$ cat src/rtl/lsu_port_arbiter_if.sv
// Requester/response and LSU-side bundle for lsu_port_arbiter.
// slave = arbiter view, master = environment (requesters plus LSU) view.
interface lsu_port_arbiter_if #(
  parameter int AW = 12,
  parameter int DW = 32
);
  logic [1:0]      req_valid_i;
  logic [1:0]      req_ready_o;
  logic [2*AW-1:0] req_addr_i;
  logic [2*DW-1:0] req_wdata_i;
  logic [1:0]      req_we_i;
  logic [5:0]      req_dtype_i;
  logic [1:0]      rsp_valid_o;
  logic [1:0]      rsp_err_o;
  logic [DW-1:0]   rsp_data_o;
  logic [AW-1:0]   lsu_addr_o;
  logic [DW-1:0]   lsu_wdata_o;
  logic            lsu_we_o;
  logic [2:0]      lsu_dtype_o;
  logic [DW-1:0]   lsu_rdata_i;

  modport slave (
    input  req_valid_i, req_addr_i, req_wdata_i, req_we_i, req_dtype_i, lsu_rdata_i,
    output req_ready_o, rsp_valid_o, rsp_err_o, rsp_data_o,
    output lsu_addr_o, lsu_wdata_o, lsu_we_o, lsu_dtype_o
  );

  modport master (
    output req_valid_i, req_addr_i, req_wdata_i, req_we_i, req_dtype_i, lsu_rdata_i,
    input  req_ready_o, rsp_valid_o, rsp_err_o, rsp_data_o,
    input  lsu_addr_o, lsu_wdata_o, lsu_we_o, lsu_dtype_o
  );
endinterface

$ cat src/rtl/lsu_port_arbiter.sv
// Two-port arbiter in front of the single LSU port, with in-order response routing.
// Define ARB_ROUND_ROBIN_EN for round-robin arbitration; otherwise port 0 has fixed priority.
module lsu_port_arbiter #(
  parameter int DATA_WIDTH    = 32,
  parameter int ADDRESS_SPACE = 4096,
  parameter int RD_LATENCY    = 2
) (
  input logic               clk,
  input logic               reset_n,
  lsu_port_arbiter_if.slave bus
);
  localparam int AW = $clog2(ADDRESS_SPACE);
  localparam int DW = DATA_WIDTH;

  typedef enum logic [2:0] {
    DT_BYTE   = 3'd0,
    DT_HALF   = 3'd1,
    DT_WORD   = 3'd2,
    DT_BYTE_U = 3'd3,
    DT_HALF_U = 3'd4,
    DT_NOP    = 3'd7
  } dtype_e;

  typedef struct packed {
    logic valid;
    logic port;
    logic err;
    logic is_load;
  } track_t;

  logic grant_valid;
  logic grant_port;
  logic prefer_port;

`ifdef ARB_ROUND_ROBIN_EN
  logic rr_ptr;

  // NOTE: sequential state uses non-blocking assignments so every register samples pre-edge values.
  always_ff @(posedge clk) begin
    if (!reset_n)         rr_ptr <= 1'b0;
    else if (grant_valid) rr_ptr <= ~grant_port;
  end

  assign prefer_port = rr_ptr;
`else
  assign prefer_port = 1'b0;
`endif

  // NOTE: defaults first in every always_comb so no path leaves a signal unassigned (no latches).
  always_comb begin
    grant_valid = 1'b0;
    grant_port  = 1'b0;
    if (reset_n) begin
      case (bus.req_valid_i)
        2'b01:   begin grant_valid = 1'b1; grant_port = 1'b0;        end
        2'b10:   begin grant_valid = 1'b1; grant_port = 1'b1;        end
        2'b11:   begin grant_valid = 1'b1; grant_port = prefer_port; end
        default: ;
      endcase
    end
  end

  logic [AW-1:0] sel_addr;
  logic [DW-1:0] sel_wdata;
  logic          sel_we;
  logic [2:0]    sel_dtype;
  logic          sel_err;

  assign sel_addr  = grant_port ? bus.req_addr_i[AW+:AW]   : bus.req_addr_i[0+:AW];
  assign sel_wdata = grant_port ? bus.req_wdata_i[DW+:DW]  : bus.req_wdata_i[0+:DW];
  assign sel_we    = grant_port ? bus.req_we_i[1]          : bus.req_we_i[0];
  assign sel_dtype = grant_port ? bus.req_dtype_i[3+:3]    : bus.req_dtype_i[0+:3];

  always_comb begin
    sel_err = 1'b1;
    case (sel_dtype)
      DT_BYTE, DT_BYTE_U: sel_err = 1'b0;
      DT_HALF, DT_HALF_U: sel_err = sel_addr[0];
      DT_WORD:            sel_err = |sel_addr[1:0];
      default:            sel_err = 1'b1;
    endcase
  end

  // Rejected requests are still accepted but present a no-op to the LSU.
  assign bus.req_ready_o = grant_valid ? (2'b01 << grant_port) : 2'b00;
  assign bus.lsu_addr_o  = sel_addr;
  assign bus.lsu_wdata_o = sel_wdata;
  assign bus.lsu_we_o    = grant_valid & ~sel_err & sel_we;
  assign bus.lsu_dtype_o = (grant_valid && !sel_err) ? sel_dtype : DT_NOP;

  track_t stage_in;
  track_t tail;
  track_t pipe_q [RD_LATENCY];

  assign stage_in = '{valid:   grant_valid,
                      port:    grant_port,
                      err:     grant_valid & sel_err,
                      is_load: grant_valid & ~sel_we};

  // NOTE: unlike a data RAM, this tracking array must be reset, or stale entries would emit responses.
  always_ff @(posedge clk) begin
    if (!reset_n) begin
      pipe_q <= '{default: '0};
    end else begin
      pipe_q[0] <= stage_in;
      for (int i = 1; i < RD_LATENCY; i++) pipe_q[i] <= pipe_q[i-1];
    end
  end

  assign tail = pipe_q[RD_LATENCY-1];

  // Gating with reset_n keeps entries that are about to be dropped from pulsing during reset.
  assign bus.rsp_valid_o = (reset_n && tail.valid) ? (2'b01 << tail.port) : 2'b00;
  assign bus.rsp_err_o   = (reset_n && tail.valid && tail.err) ? (2'b01 << tail.port) : 2'b00;
  assign bus.rsp_data_o  = (reset_n && tail.valid && tail.is_load && !tail.err) ? bus.lsu_rdata_i : '0;
endmodule
$ cat src/flat_wrapper.sv
// flat-port wrapper written by rule: the top's interface ports become plain ports
module lsu_port_arbiter_flat 
#(
  parameter int DATA_WIDTH    = 32,
  parameter int ADDRESS_SPACE = 4096,
  parameter int RD_LATENCY    = 2
)
  (clk, reset_n, bus_req_valid_i, bus_req_addr_i, bus_req_wdata_i, bus_req_we_i, bus_req_dtype_i, bus_lsu_rdata_i, bus_req_ready_o, bus_rsp_valid_o, bus_rsp_err_o, bus_rsp_data_o, bus_lsu_addr_o, bus_lsu_wdata_o, bus_lsu_we_o, bus_lsu_dtype_o);
  lsu_port_arbiter_if bus_i ();
  input logic clk;
  input logic reset_n;
  input wire logic [$bits(bus_i.req_valid_i)-1:0] bus_req_valid_i;
  input wire logic [$bits(bus_i.req_addr_i)-1:0] bus_req_addr_i;
  input wire logic [$bits(bus_i.req_wdata_i)-1:0] bus_req_wdata_i;
  input wire logic [$bits(bus_i.req_we_i)-1:0] bus_req_we_i;
  input wire logic [$bits(bus_i.req_dtype_i)-1:0] bus_req_dtype_i;
  input wire logic [$bits(bus_i.lsu_rdata_i)-1:0] bus_lsu_rdata_i;
  output wire logic [$bits(bus_i.req_ready_o)-1:0] bus_req_ready_o;
  output wire logic [$bits(bus_i.rsp_valid_o)-1:0] bus_rsp_valid_o;
  output wire logic [$bits(bus_i.rsp_err_o)-1:0] bus_rsp_err_o;
  output wire logic [$bits(bus_i.rsp_data_o)-1:0] bus_rsp_data_o;
  output wire logic [$bits(bus_i.lsu_addr_o)-1:0] bus_lsu_addr_o;
  output wire logic [$bits(bus_i.lsu_wdata_o)-1:0] bus_lsu_wdata_o;
  output wire logic [$bits(bus_i.lsu_we_o)-1:0] bus_lsu_we_o;
  output wire logic [$bits(bus_i.lsu_dtype_o)-1:0] bus_lsu_dtype_o;
  assign bus_i.req_valid_i = bus_req_valid_i;
  assign bus_i.req_addr_i = bus_req_addr_i;
  assign bus_i.req_wdata_i = bus_req_wdata_i;
  assign bus_i.req_we_i = bus_req_we_i;
  assign bus_i.req_dtype_i = bus_req_dtype_i;
  assign bus_i.lsu_rdata_i = bus_lsu_rdata_i;
  assign bus_req_ready_o = bus_i.req_ready_o;
  assign bus_rsp_valid_o = bus_i.rsp_valid_o;
  assign bus_rsp_err_o = bus_i.rsp_err_o;
  assign bus_rsp_data_o = bus_i.rsp_data_o;
  assign bus_lsu_addr_o = bus_i.lsu_addr_o;
  assign bus_lsu_wdata_o = bus_i.lsu_wdata_o;
  assign bus_lsu_we_o = bus_i.lsu_we_o;
  assign bus_lsu_dtype_o = bus_i.lsu_dtype_o;
  lsu_port_arbiter #(.DATA_WIDTH(DATA_WIDTH), .ADDRESS_SPACE(ADDRESS_SPACE), .RD_LATENCY(RD_LATENCY)) u_core (.clk(clk), .reset_n(reset_n), .bus(bus_i));
endmodule
$ cat config.mk
export PLATFORM = sky130hd
export DESIGN_NAME = lsu_port_arbiter_flat
export DESIGN_NICKNAME = d
export VERILOG_FILES = /design/src/rtl/lsu_port_arbiter_if.sv /design/src/rtl/lsu_port_arbiter.sv /design/src/flat_wrapper.sv
export SDC_FILE = /design/constraint.sdc
export NUM_CORES = 1
export LEC_CHECK = 0
export CORE_ASPECT_RATIO = 0.6
export CORE_MARGIN = 5
export CORE_UTILIZATION = 20
export DETAILED_ROUTE_END_ITERATION = 7
export HOLD_SLACK_MARGIN = 0.12
export PLACE_DENSITY = 0.89
export RECOVER_POWER = 25
export SLEW_MARGIN = 5
export SYNTH_ARGS = -nofsm -noshare
export SYNTH_HDL_FRONTEND = slang
export SYNTH_SLANG_ARGS = --single-unit
$ cat constraint.sdc
create_clock -name clk -period 1.17 [get_ports clk]
set_clock_uncertainty 0.05 [all_clocks]
set_input_delay 0.234 -clock clk [delete_from_list [all_inputs] [get_ports clk]]
set_output_delay 0.234 -clock clk [all_outputs]
set_load 0.01 [all_outputs]
==> summary.md, run 1 <==
| Metric | Value |
|---|---|
| Status | finished, violations left |
| Failing checks | negative setup slack |
| Initial core utilization | 21.0% |
| Post-Syn Area | 1300 um^2 |
| Hold slack | 0.341 ns |
| Ys Warns | 0 |
| Clk buf depth | 2 |
| Critical Path Max Stage Delay | 0.34 ns |
| Worst-Skew Late Latency | 0.22 ns |
| Detailed-route wire length per cell | 18.2 um |
| CTS H-Tree Depth | 1 |
| Nets | 640 |
| Top reg by flops | u_core.pipe_q |
| Final Max Slew Viols | 0 |
| Syn Inst Count | 234 |
| GPL Wtd Cong | 0.866 |
| Clk Tree Root Cell | clkbuf_8 |
| DRT iter0 DRCs | 58 |
| Total Wirelength | 10,700 um |
| Setup TNS Final | -31.06 ns |
| CP startpoint kind | flop |
| Yosys top cell by area | nand2_1 |
| Pleak | 2.46 nW |
| IO Pins | 218 |
| Crit path DAT | 1.35 ns |
| Top_reg_cell synth | dfxtp_1 |
| Vias in the first global route | 2,952 |
| CTS buffer count | 3 |
| Max-cap violations | 0 |
| Die width | 114 um |
| Layout cells sized above 1 | 63.4% |
| Setup WS post-layout | -0.460 ns |
| Crit Path Max Fanout | 8 |
| Tcrit/Tclk final | 139% |
| Pre-CTS setup slack | -1.22 ns |
| Slowest-stage cell, CP | dfxtp_2 |
| Top-count cell post-synth | nand2_1 |
| Final setup fails | 85 |
| # rows | 22 |
| RSZ-0062 raised after global routing | true |
| Synth area leaders | nand2_1 39%, and2_1 18%, dfxtp_1 12% |
| Routed vias | 2,650 |
| Post-synth EDFFs | 0 |
| Clock Sinks | 8 |
| Largest net degree at the start of global routing | 9 |
| Setup crit end kind | output pin |
| Mapped Nets | 366 |
| Seq/Total Area, Yosys | 12.3% |
| Synth cell types | 32 |
| Avg Cell Area, Syn | 5.57 um^2 |
| VDD IR max | 0.360 mV |
| Cell repeated most along the worst path | buf_6 |
| Crit Path Class | reg2out |
| Yosys top cell area share | 38.9% |
| Fmax | 0.614 GHz |
| Hold Violations, Final | 0 |
| CTS tree | done |
| Total grt overflow | 0 |
| Max reg flops | 8 |
| HPWL Detailed | 6700 um |
| Top flop regs | u_core.pipe_q x8 |
| Async S/R FF share, synth | 0% |
| Vias per inst | 4.49 |
| Port Buffers | 217 |
| Post-synth top cells | 135 x nand2_1, 38 x and2_1, 8 x dfxtp_1 |
| Die ar. | 8290 um^2 |
| GRT Total Usage | 23.9% |
| Min Tclk post-route | 1.63 ns |
| First-pass GRT wire length | 15,700 um |
| Antenna-violating nets left | 0 |
| First-pass iteration count of the detailed router | 4 |
| Crit-path cells | nand2_4 > nor3b_4 > buf_6 > buf_12 > and2_4 > buf_6 |
| Core Region | 6220 um^2 |
| Die H | 72.5 um |
| P&R area growth vs syn | 284% |
| Antenna cells | 0 |
| Clock transition at the registers of the reported paths | 0.04 ns |
| Worst slew pin tran | 0.310 ns |
| Power per cell area | 428 nW/um^2 |
| Critical Path RT | 0.89 ns |
| Slew headroom | 79.2% |
| Initial antenna violation count | 0 |
| Hold Crit Class | in2reg |
| Final Util | 80.5% |
| Flops & latches, synth | 8 |
| Residual DRC count | 0 |
## path summary, 6_finish.rpt
check                   start  cells after the start                end  slack, ns
max          u_core.pipe_q[3]                      6  bus_rsp_data_o[8]      -0.46
min                   reset_n                      3   u_core.pipe_q[0]       0.34
max reg2reg  u_core.pipe_q[7]                      1   u_core.pipe_q[3]       0.56
min reg2reg  u_core.pipe_q[4]                      1   u_core.pipe_q[0]       0.38
## per-stage QoR
stage               area, um^2  power (mW)  std cells
global route              5000        2.24        590
floorplan                 1430       0.617        234
detailed placement        3770        1.42        545
finish                    5000        2.14        590
global placement          3770        1.40        545
CTS                       4700        1.96        592
## worst max-delay path, delay by kind of cell, from the launching register on
kind / cells / cell delay (ns)
buffers and inverters: 3 / 0.37
DFF: 1 / 0.34
and+or+nand+nor: 3 / 0.39
## timing repair
action	CTS	global route
cloned	13	0
setup buffers	32	8
hold buffers	0	0
setup endpoints to repair	88	88
gates resized for setup	562	119
pin swaps	53	66
## kinds of logic (layout without fill, tap and decap cells)
| logic type | count (synthesis) | in the layout | share of synthesized area [%] |
|---|---|---|---|
| compound gates | 16 | 16 | 9.21 |
| fa+ha+maj | 2 | 2 | 1.73 |
| buf+inv | 17 | 289 | 9.21 |
| flops | 8 | 8 | 12.3 |
| mux | 1 | 1 | 0.768 |
| simple gates | 190 | 190 | 66.8 |
## layout by cell type (no fill, tap or decap), types with 2 or more instances in the layout
cell | Yosys | layout
nor3b_4 | 1 | 2
buf_16 | 0 | 9
dfxtp_1 | 8 | 6
maj3_2 | 2 | 2
and2_4 | 0 | 32
and3_1 | 2 | 2
clkdlybuf4s50_1 | 0 | 118
o22ai_4 | 0 | 2
buf_8 | 0 | 6
buf_4 | 4 | 22
a2111oi_4 | 0 | 2
nand2_2 | 0 | 68
clkbuf_8 | 0 | 3
buf_12 | 0 | 14
nor2_4 | 0 | 3
buf_2 | 3 | 33
nand2_1 | 135 | 40
nand2_4 | 1 | 28
and2_1 | 38 | 5
nor2b_4 | 0 | 3
dfxtp_2 | 0 | 2
buf_6 | 5 | 81
o21ai_0 | 2 | 2
## area by class of cell
cell class / count / area [um^2]
Timing Repair Buffer: 283 / 3040
Fill cell: 367 / 1220
Tap cell: 84 / 105
Inverter: 3 / 23.8
Multi-Input combinational cell: 209 / 1630
Sequential cell: 8 / 163
Clock buffer: 3 / 41.3
## routing by layer
layer	GRT usage, %	vias up	share of wire (%)
met4	8.83	0	3.0
met3	6.33	20	8.9
met5	0	-	0
met2	47.3	142	54
li1	-	1279	-
met1	24.1	1209	34
## report_power, final
part,internal [mW],switching (mW)
clock,0.223,0.109
sequential,0.289,0.00774
combinational,0.934,0.579
(Power assumes the default switching activity.)
==> inputs of run 2 (changes only) <==
==> constraint.sdc (replaced) <==
create_clock -name clk -period 1.4 [get_ports clk]
set_clock_uncertainty 0.05 [all_clocks]
set_input_delay 0.28 -clock clk [delete_from_list [all_inputs] [get_ports clk]]
set_output_delay 0.28 -clock clk [all_outputs]
set_load 0.01 [all_outputs]
==> run 2 against run 1 <==
Compared with the run above:
- final cell count decreased by 2.2%
- critical path depth up 2
- the flow still finishes with violations (negative setup slack)
- highest routed layer unchanged
- sequential share of layout area up 0.44 points
- via count down 1.8%
- global-route usage shrank 3.9 points
- largest cell class unchanged
- combinational power decreased by 24%
- worst hold slack improved by 0.040 ns
==> summary.md, run 2 (synthesis gave the netlist of run 1 again) <==
| Metric | Value |
|---|---|
| Total power | 1.66 mW (was 2.14 mW) |
| Routed vias | 2,602 (was 2,650) |
| Detailed-route wire length per cell | 16.7 um (was 18.2 um) |
| Residual DRC count | 0 (unchanged) |
| # rows | 22 (unchanged) |
| First-pass GRT wire length | 13,500 um (was 15,700 um) |
| Clock transition at the registers of the reported paths | 0.04 ns (about the same) |
| DRT iter0 DRCs | 88 (was 58) |
| P&R area growth vs syn | 235% (was 284%) |
| Clk Tree Root Cell | clkbuf_8 (unchanged) |
| Final Max Slew Viols | 0 (unchanged) |
| Antenna cells | 0 (unchanged) |
| Crit Path Class | in2out (was reg2out) |
| Worst slew pin tran | 0.285 ns (was 0.310 ns) |
| Clk buf depth | 2 (unchanged) |
| Most frequent cells in the layout | 118 x clkdlybuf4s50_1, 61 x buf_2, 59 x nand2_1, 52 x nand2_2, 48 x buf_6 (was 118 x clkdlybuf4s50_1, 81 x buf_6, 68 x nand2_2, 40 x nand2_1, 33 x buf_2) |
| Nets | 627 (was 640) |
| Initial antenna violation count | 0 (unchanged) |
| Fmax | 0.593 GHz |
| CTS tree | done (unchanged) |
| Pleak | 2.13 nW (was 2.46 nW) |
| Hold bufs inserted after CTS | 0 (unchanged) |
| CTS H-Tree Depth | 1 (unchanged) |
| Total Wirelength | 9620 um (was 10,700 um) |
| Vias per inst | 4.51 (was 4.49) |
| VDD IR max | 0.258 mV (was 0.360 mV) |
| Initial core utilization | 21.0% (unchanged) |
| Clock Sinks | 8 (unchanged) |
| Fill cells | 505 (was 367) |
| Final Util | 70.3% (was 80.5%) |
| Critical Path RT | 1.07 ns (was 0.89 ns) |
| First-pass iteration count of the detailed router | 4 (unchanged) |
| Slew headroom | 81.0% (was 79.2%) |
| Antenna-violating nets left | 0 (unchanged) |
| Hold Crit Class | reg2reg (was in2reg) |
| Setup TNS Final | -14.67 ns (was -31.06 ns) |
| HPWL Detailed | 6750 um (was 6700 um) |
| Setup crit end kind | output pin (unchanged) |
| Final setup fails | 85 (unchanged) |
| Max-cap violations | 0 (unchanged) |
| Dpl cells | 549 (was 545) |
| IO Pins | 218 (unchanged) |
| RSZ-0062 raised after global routing | true (unchanged) |
| Crit Path Max Fanout | 4 (was 8) |
| Final Cell Area | 4370 um^2 (was 5000 um^2) |
| Hold slack | 0.380 ns (was 0.341 ns) |
| Crit path DAT | 1.36 ns (was 1.35 ns) |
| Failing checks | negative setup slack (unchanged) |
| Tcrit/Tclk final | 120% |
| Top flop regs | u_core.pipe_q x8 (unchanged) |
| Vias in the first global route | 2,689 (was 2,952) |
| Largest net degree at the start of global routing | 18 (was 9) |
| Total grt overflow | 0 (unchanged) |
| CTS buffer count | 3 (unchanged) |
| Top reg by flops | u_core.pipe_q (unchanged) |
| Core Region | 6220 um^2 (unchanged) |
| Max reg flops | 8 (unchanged) |
| Hold Violations, Final | 0 (unchanged) |
| GPL Wtd Cong | 0.982 (was 0.866) |
| Worst-Skew Late Latency | 0.22 ns (about the same) |
| Die width | 114 um (unchanged) |
| Most common cell after layout, fill and taps aside | clkdlybuf4s50_1 (unchanged) |
| Non-filler cells, final | 577 (was 590) |
| Min Tclk post-route | 1.69 ns |
| Port Buffers | 217 (unchanged) |
| Die H | 72.5 um (unchanged) |
| Status | finished, violations left (unchanged) |
| Pre-CTS setup slack | -1.07 ns (was -1.22 ns) |
| Dpl cell area | 3730 um^2 (was 3770 um^2) |
| Power per cell area | 380 nW/um^2 (was 428 nW/um^2) |
| Layout cells sized above 1 | 51.7% (was 63.4%) |
| CP startpoint kind | input port (was flop) |
| Setup WS post-layout | -0.285 ns (was -0.460 ns) |
| Die ar. | 8290 um^2 (unchanged) |
| GRT Total Usage | 20.0% (was 23.9%) |
==> run 2: cell types whose count changed in the layout (fill, tap and decap cells not counted), moves of 4 or more <==
cell             previous run  this run
buf_16                      9         4
buf_12                     14         7
nand2_1                    40        59
buf_2                      33        61
nand2_2                    68        52
buf_6                      81        48
and2_1                      5        34
and2_4                     32         3
clkdlybuf4s15_2             0         4
==> run 2: path summary, 6_finish.rpt <==
path	from	cells after the start	slack [ns]	end
setup / recovery	bus_req_valid_i[0]	8	-0.29	bus_lsu_dtype_o[0]
hold reg to reg	u_core.pipe_q[6]	1	0.38	u_core.pipe_q[2]
hold / removal	u_core.pipe_q[6]	1	0.38	u_core.pipe_q[2]
setup reg to reg	u_core.pipe_q[7]	1	0.80	u_core.pipe_q[3]
==> run 2: power breakdown <==
group / internal, mW / switching, mW / total (mW) / leakage (nW)
Clock: 0.185 / 0.0785 / 0.264 / 0.0216
Sequential: 0.242 / 0.00611 / 0.248 / 0.0663
Combinational: 0.715 / 0.436 / 1.15 / 2.05
Total: 1.14 / 0.520 / 1.66 / 2.13
==> run 2: per-layer routing <==
metal / wire length [um] / up-vias / GRT usage, %
met5: 0 / - / 0
met2: 5330 / 138 / 41.6
li1: - / 1249 / -
met1: 3300 / 1203 / 20.0
met4: 123 / 0 / 4.48
met3: 869 / 12 / 4.75
==> run 2: layout make-up <==
cell class | count | area [um^2] | area share [%]
multi-input cells | 209 | 1460 | 33.3
inverters | 3 | 18.8 | 0.429
repair buffers | 270 | 2590 | 59.2
flip-flops and latches | 8 | 161 | 3.69
well taps | 84 | 105 | 2.40
clock buffers | 3 | 41.3 | 0.944
==> run 2: worst max-delay path, stage by stage <==
cell and delay (ns):
buf_6 0.09, nand3b_4 0.21, buf_6 0.17, buf_6 0.11, buf_6 0.10, nor2_1 0.12, a22oi_1 0.11, buf_2 0.15
==> run 2: timing repair <==
item / in CTS / in global routing
cloned: 6 / 2
pin swaps: 96 / 28
buffers inserted: 17 / 8
resized for setup: 494 / 96
endpoints found under the setup margin: 88 / 87
hold endpoints to repair: 0 / 0
